## src/rtl/knn_load_pkg.sv

```systemverilog
// Shared definitions for the KNN load sequencer: FSM state encoding and the
// width helper used to size the word-index and channel fields.
package knn_load_pkg;

    typedef enum logic [1:0] {
        IDLE = 2'd0,
        FILL = 2'd1,
        DONE = 2'd2,
        HOLD = 2'd3
    } state_t;

    // clog2 with a floor of 1 so single-word / single-channel builds keep a real bit.
    function automatic int width_of(input int n);
        return (n <= 1) ? 1 : $clog2(n);
    endfunction

endpackage

```

## src/rtl/knn_sat_cnt.sv

```systemverilog
// Saturating record counter with synchronous reset, soft clear and increment.
module knn_sat_cnt #(
    parameter int CNT_W = 8
) (
    input  logic             clk,
    input  logic             rst,
    input  logic             clear,
    input  logic             inc,
    output logic [CNT_W-1:0] cnt
);

    // NOTE: sequential state uses non-blocking assignments so every register samples pre-edge values.
    always_ff @(posedge clk) begin
        if (rst || clear) begin
            cnt <= '0;
        end else if (inc && (cnt != {CNT_W{1'b1}})) begin
            cnt <= cnt + CNT_W'(1);
        end
    end

endmodule

```

## src/rtl/knn_load_seq.sv

```systemverilog
// Write sequencer for the KNN register interface: groups NWORDS accepted CPU
// writes into a channel-tagged record and signals record completion.
module knn_load_seq
    import knn_load_pkg::*;
#(
    parameter int NWORDS    = 2,
    parameter int NCHAN     = 2,
    parameter int CNT_W     = 8,
    parameter int HANDSHAKE = 0,
    parameter int IDX_W     = knn_load_pkg::width_of(NWORDS),
    parameter int CH_W      = knn_load_pkg::width_of(NCHAN)
) (
    input  logic                   clk,
    input  logic                   rst,
    input  logic                   en,
    input  logic                   clear,
    input  logic                   valid,
    input  logic                   wstrb,
    input  logic [CH_W-1:0]        chan,
    input  logic                   ack,
    output logic                   word_we,
    output logic [IDX_W-1:0]       word_idx,
    output logic                   data_loaded,
    output logic [CH_W-1:0]        loaded_chan,
    output logic [NCHAN*CNT_W-1:0] rec_cnt,
    output logic                   err,
    output logic                   busy
);

    localparam logic [IDX_W-1:0] LAST_IDX = IDX_W'(NWORDS - 1);
    localparam bit               HS       = (HANDSHAKE != 0);

    state_t           state;
    logic [IDX_W-1:0] idx_q;
    logic [CH_W-1:0]  lch_q;
    logic             err_q;

    logic wr;
    logic start;
    logic fill;

    // NOTE: defaults first so no path leaves a signal unassigned (no latch).
    always_comb begin
        wr      = valid & wstrb & en;
        start   = 1'b0;
        fill    = 1'b0;
        if (wr) begin
            start = (state == IDLE) || ((state == DONE) && !HS);
            fill  = (state == FILL) && (chan == lch_q);
        end
        word_we = start | fill;
    end

    // Any write the FSM cannot take (channel switch mid-record, or a write
    // while a completed record is still owned by the datapath) is dropped.
    always_ff @(posedge clk) begin
        if (rst || clear) begin
            state <= IDLE;
            idx_q <= '0;
            lch_q <= '0;
            err_q <= 1'b0;
        end else if (en) begin
            if (wr && !word_we) begin
                err_q <= 1'b1;
            end
            if (start) begin
                lch_q <= chan;
                if (NWORDS == 1) begin
                    state <= DONE;
                end else begin
                    state <= FILL;
                    idx_q <= IDX_W'(1);
                end
            end else begin
                unique case (state)
                    FILL: begin
                        if (fill) begin
                            if (idx_q == LAST_IDX) begin
                                state <= DONE;
                                idx_q <= '0;
                            end else begin
                                idx_q <= idx_q + IDX_W'(1);
                            end
                        end
                    end
                    DONE: state <= HS ? HOLD : IDLE;
                    HOLD: if (ack) state <= IDLE;
                    default: ;
                endcase
            end
        end
    end

    // DONE lasts exactly one enabled cycle, so each record bumps its counter once.
    for (genvar k = 0; k < NCHAN; k++) begin : g_cnt
        knn_sat_cnt #(
            .CNT_W(CNT_W)
        ) u_cnt (
            .clk  (clk),
            .rst  (rst),
            .clear(clear),
            .inc  (en && (state == DONE) && (lch_q == CH_W'(k))),
            .cnt  (rec_cnt[k*CNT_W +: CNT_W])
        );
    end

    assign word_idx    = idx_q;
    assign loaded_chan = lch_q;
    assign err         = err_q;
    assign data_loaded = (state == DONE) || (state == HOLD);
    assign busy        = (state != IDLE);

endmodule

```

## config.mk

```make
export PLATFORM = sky130hd
export DESIGN_NAME = knn_load_seq
export DESIGN_NICKNAME = d
export VERILOG_FILES = /design/src/rtl/knn_load_pkg.sv /design/src/rtl/knn_sat_cnt.sv /design/src/rtl/knn_load_seq.sv
export SDC_FILE = /design/constraint.sdc
export NUM_CORES = 1
export LEC_CHECK = 0
export CAP_MARGIN = 20
export CELL_PAD_IN_SITES_DETAIL_PLACEMENT = 0
export CELL_PAD_IN_SITES_GLOBAL_PLACEMENT = 1
export CORE_MARGIN = 2
export CORE_UTILIZATION = 30
export DETAILED_ROUTE_END_ITERATION = 10
export DONT_BUFFER_PORTS = 1
export HOLD_SLACK_MARGIN = 0.06
export PLACE_DENSITY_LB_ADDON = 0.1
export SKIP_CTS_REPAIR_TIMING = 1
export SYNTH_ARGS = -nofsm -noshare
export SYNTH_HDL_FRONTEND = slang
export SYNTH_HIERARCHICAL = 1
export SYNTH_SLANG_ARGS = --single-unit
export TNS_END_PERCENT = 5
```

## constraint.sdc

```tcl
create_clock -name clk -period 3.31 [get_ports clk]
set_input_delay 0 -clock clk [delete_from_list [all_inputs] [get_ports clk]]
set_output_delay 0 -clock clk [all_outputs]
set_load 0.02 [all_outputs]
```

# Yosys cells after proc, flatten, opt, wreduce, memory -nomap -nowiden
# Index checks and enable logic that the tools add are counted.
# totals
register_bits	21
inputBits	8
wordCells	53
out_inout_bits	22
# op_classes
add_sub_neg	3
mux	11
eq_ne	9
n_bitwise	4
reduce_logical	20
# ops
operator	n
adder 8 x 1 -> 8 bit, second input constant	2
inequality test 8 bit, second input constant	2
inequality test 3 bit, second input constant	3
2-to-1 mux 2 bit	4
logical AND 1 bit	7
2-to-1 mux 1 bit	6
case mux 2 bit (3 select lines)	1
nonzero test 2 bit	3
AND reduction 5 bit	1
equality test 2 bit, second input constant	2
AND reduction 2 bit	2
nonzero test 4 bit	1
logical OR 1 bit	3
AND reduction 3 bit	1
bitwise AND 1 bit	2
equality test 2 x 1 -> 1 bit, second input constant	1
zero test 2 bit	1
adder 1 bit, second input constant	1
equality test 1 bit	1
zero test 1 bit	1
NOT 1 bit	1
OR 1 bit	1

# Longest topological paths before layout
# logic_depth
ltp_word	7
ltp_mapped	6
depth_no_buf	5

# Modules after synthesis
# The synthesis kept the hierarchy.
# modules_own_cells
mod	seq_area_each_um2	area_each_um2	instances	cells_per_inst
knn_sat_cnt	160.2	421.7	2	48
knn_load_seq	100.1	307.8	1	39

# Worst setup path before layout
# No wires, ideal clock.
# synth_timing
kind	reg2reg
startpoint	register state[1]
endpoint	register g_cnt[1].u_cnt.cnt[6]
required_time_ps	3195
setup_ps	115
arrival_time_ps	1568
path_buffers	1
synth_period_minus_slack_ps	1683
stages_incl_launch_ff	7
setup_slack_ps	1627
path_cell_list	dfxtp_1 -> clkbuf_2 -> nand2_1 -> nor3b_1 -> nand3_1 -> or4_1 -> and3_1
# synth_via
elab_chain_cells	4
# synth_rtl
item	line_no	source
from (decl)	knn_load_seq.sv:33	state_t state;
from (signal assigned)	knn_load_seq.sv:86	DONE: state <= HS ? HOLD : IDLE;
equality test 2 bit	knn_load_seq.sv:102	.inc (en && (state == DONE) && (lch_q == CH_W'(k))),
logical AND 1 bit (2 in a row)	knn_load_seq.sv:102	
logical AND 1 bit	knn_sat_cnt.sv:16	end else if (inc && (cnt != {CNT_W{1'b1}})) begin
to (signal assigned)	knn_sat_cnt.sv:17	cnt <= cnt + CNT_W'(1);
to (decl)	knn_sat_cnt.sv:9	output logic [CNT_W-1:0] cnt
# Every way passes these cells.
# A chain may end at the register's enable or synchronous reset.

# Worst setup path after layout
# layout_timing
startpoint	register state[1]
endpoint	register g_cnt[0].u_cnt.cnt[2]
# layout_via
elab_chain_cells	4
# layout_rtl
item	line_no
equality test 2 bit	knn_load_seq.sv:102
logical AND 1 bit (2 in a row)	knn_load_seq.sv:102
logical AND 1 bit	knn_sat_cnt.sv:16
to (signal assigned)	knn_sat_cnt.sv:17
to (decl)	knn_sat_cnt.sv:9
# Every way passes these cells.

==> flow_summary.json <==
{
  "syn-cell-area_sq_mm": 0.001151,
  "synth.distinct_cells": 39,
  "cts_root_buf": "clkbuf_8",
  "crit_required_ns": 3.46,
  "firstDrtPassIters": 4,
  "postLayoutCoreUtil_pct": 34.77,
  "fin_nets": 150,
  "die_w_um": 65.95,
  "max_freq_ghz": 0.4413,
  "finalCritPeriodShare_pct": 68.47,
  "wirelength_um": 2718,
  "rsz0062_at_grt": "no",
  "drive_gt1_share_pct": 10.79,
  "cts_made_buffers": 3,
  "dr.first_iter.drc_count": 69,
  "vias": 989,
  "wl_per_cell_um": 14.53,
  "power.density_mw_per_mm2": 348.2,
  "synth_nets": 145,
  "max_stage_delay_ns": 0.58,
  "vdd_drop_max_v": 0.0001146,
  "hold_violations": 0,
  "synthTopCellsByCount": "dfxtp_1 (21), nand2_1 (15), a21oi_1 (12)",
  "start_util_pct": 31.21,
  "ant_nets": 0,
  "dieHeight_um": 65.95,
  "dpl.hpwl_um": 1888,
  "drc_errors": 0,
  "worstPathMaxFanout": 9,
  "grt_antenna_before_repair": 0,
  "async_reset_ff_share_pct": 0,
  "path_class": "register to register",
  "outcome": "finished, final reports clean",
  "ctsHtreeMaxLevel": 1,
  "synth_warnings": 6,
  "worst_setup_path_end_kind": "register",
  "io_pins": 30,
  "synth_most_common_cell": "dfxtp_1",
  "clk_latency_ns": 0.26,
  "finalSetupViolCount": 0,
  "synth-edff-count": 0,
  "arrival_ns": 2.42,
  "port_buffers": 0,
  "path_cells": "nand2_1 > nor3_1 > nand3_1 > a21oi_1 > nor4_1 > dlygate4sd3_1",
  "viasPerCell": 5.289,
  "rows": 22,
  "yosysTopAreaCellShare_pct": 36.52,
  "cpMaxStageDelayCell": "dfxtp_1",
  "slew_headroom_pct": 65.86,
  "ys_ff_latch": 21,
  "grt_max_degree": 13,
  "grt_overflow": 0,
  "worst_pin_slew_ns": 0.5082,
  "syn-mean-instance-area_sq_um": 8.527,
  "grt_pass1_wl_um": 4512,
  "yosysSeqAreaShare_pct": 36.52,
  "yosysTopAreaCell": "dfxtp_1",
  "area_growth_pct": 11.41,
  "grt_pass1_vias": 903,
  "maxSlewViolCount": 0,
  "power_leakage_nw": 0.4458,
  "path_clk_slew_ns": 0.08,
  "finalCriticalPeriod_ns": 2.266,
  "clockBufferDepth": 2,
  "grt_use_total_pct": 13.33,
  "skew_ns": 0.002845,
  "synth.area.top_cells": "dfxtp_1 (37%), mux2i_1 (7.0%), a21oi_1 (5.2%), nand2_1 (4.9%), and3b_1 (3.0%)",
  "gp_congestion": 0.6954,
  "insertedDiodeCount": 0,
  "die_area_sq_mm": 0.004349,
  "synth_ff_type": "dfxtp_1",
  "cts_sinks": 21,
  "syn_inst": 135,
  "fin_setup_tns_ns": 0,
  "cts_tree": "yes",
  "coreArea_sq_mm": 0.003689,
  "critPathLaunchType": "register",
  "hold_class": "primary input to register",
  "maxCapViolCount": 0
}
logic make-up (layout without fill, tap and decap cells):
| kind of cell | Yosys count | after routing | share of synthesized area, % |
|---|---|---|---|
| XOR/XNOR | 1 | 1 | 0.7610 |
| adder cells (fa/ha/maj) | 2 | 2 | 2.174 |
| AO/OA/AOI/OAI | 28 | 28 | 15.65 |
| AND/OR/NAND/NOR | 67 | 67 | 34.89 |
| multiplexers | 8 | 8 | 6.957 |
| buffers and inverters | 8 | 12 | 3.042 |
| flip-flops | 21 | 21 | 36.52 |
power breakdown:
part | switching (mW) | leakage, nW | internal, mW
combinational | 0.0134 | 0.254 | 0.00930
clock | 0.0830 | 0.0228 | 0.0856
sequential | 0.00212 | 0.169 | 0.253
layout make-up:
class / instances / area (sq um)
fillers: 399 / 2406
multi-input cells: 106 / 695.7
flip-flops and latches: 21 / 420.4
well taps: 48 / 60.06
repair buffers: 5 / 50.05
clock buffers: 4 / 45.04
inverters: 3 / 11.26
placed cells by master (no fill, tap or decap), types with 3 or more instances in the layout:
cell type / count
nand2_1: 15
dlygate4sd3_1: 5
mux2i_1: 8
nor2_1: 5
inv_1: 3
nand3_1: 5
o21ai_0: 4
a21oi_1: 12
clkbuf_8: 3
nand4_1: 5
and3b_1: 4
nor3_1: 3
dfxtp_1: 21
or3_1: 5
and3_1: 4
layer usage:
layer  global-route usage (%)  vias to the layer above  routed length [um]
li1                         -                      506                   -
met1                    17.05                      457                1267
met2                    21.09                       24                1248
met3                    4.259                        2                 179
met4                    4.592                        0                  22
met5                        0                        -                   0
metrics by stage:
stage,cell area (sq um),cells,hold slack (ns),total power [mW],worst slack [ns]
6_report,1282,187,0.03836,0.4466,1.044
5_1_grt,1282,187,0.06240,0.4713,0.8091
3_5_place_dp,1187,178,0.08619,0.2766,1.259
3_3_place_gp,1187,178,0.08114,0.2770,1.287
4_1_cts,1232,182,-0.1990,0.4520,1.242
2_1_floorplan,1151,135,0.07807,0.2738,1.627
flip-flops by register name, summed over array words and instances (netlist names):
| signal | count |
|---|---|
| state | 2 |
| loaded_chan | 1 |
| err | 1 |
| word_idx | 1 |
| g_cnt.u_cnt/cnt | 16 |
worst max-delay path, delay by kind of cell, from the launching register on:
family / cells / cell delay [ns]
simple gates: 4 / 0.85
compound gates: 1 / 0.16
flops: 1 / 0.58
buf+inv: 1 / 0.57
worst paths after layout:
kind         startpoint                     to  slack [ns]  cells past startpoint
max            state[1]  g_cnt[0].u_cnt/cnt[2]        1.04                      6
min                 rst  g_cnt[0].u_cnt/cnt[3]        0.04                      3
max reg2reg    state[1]  g_cnt[0].u_cnt/cnt[2]        1.04                      6
min reg2reg         err                    err        0.55                      2
(Power assumes the default switching activity.)
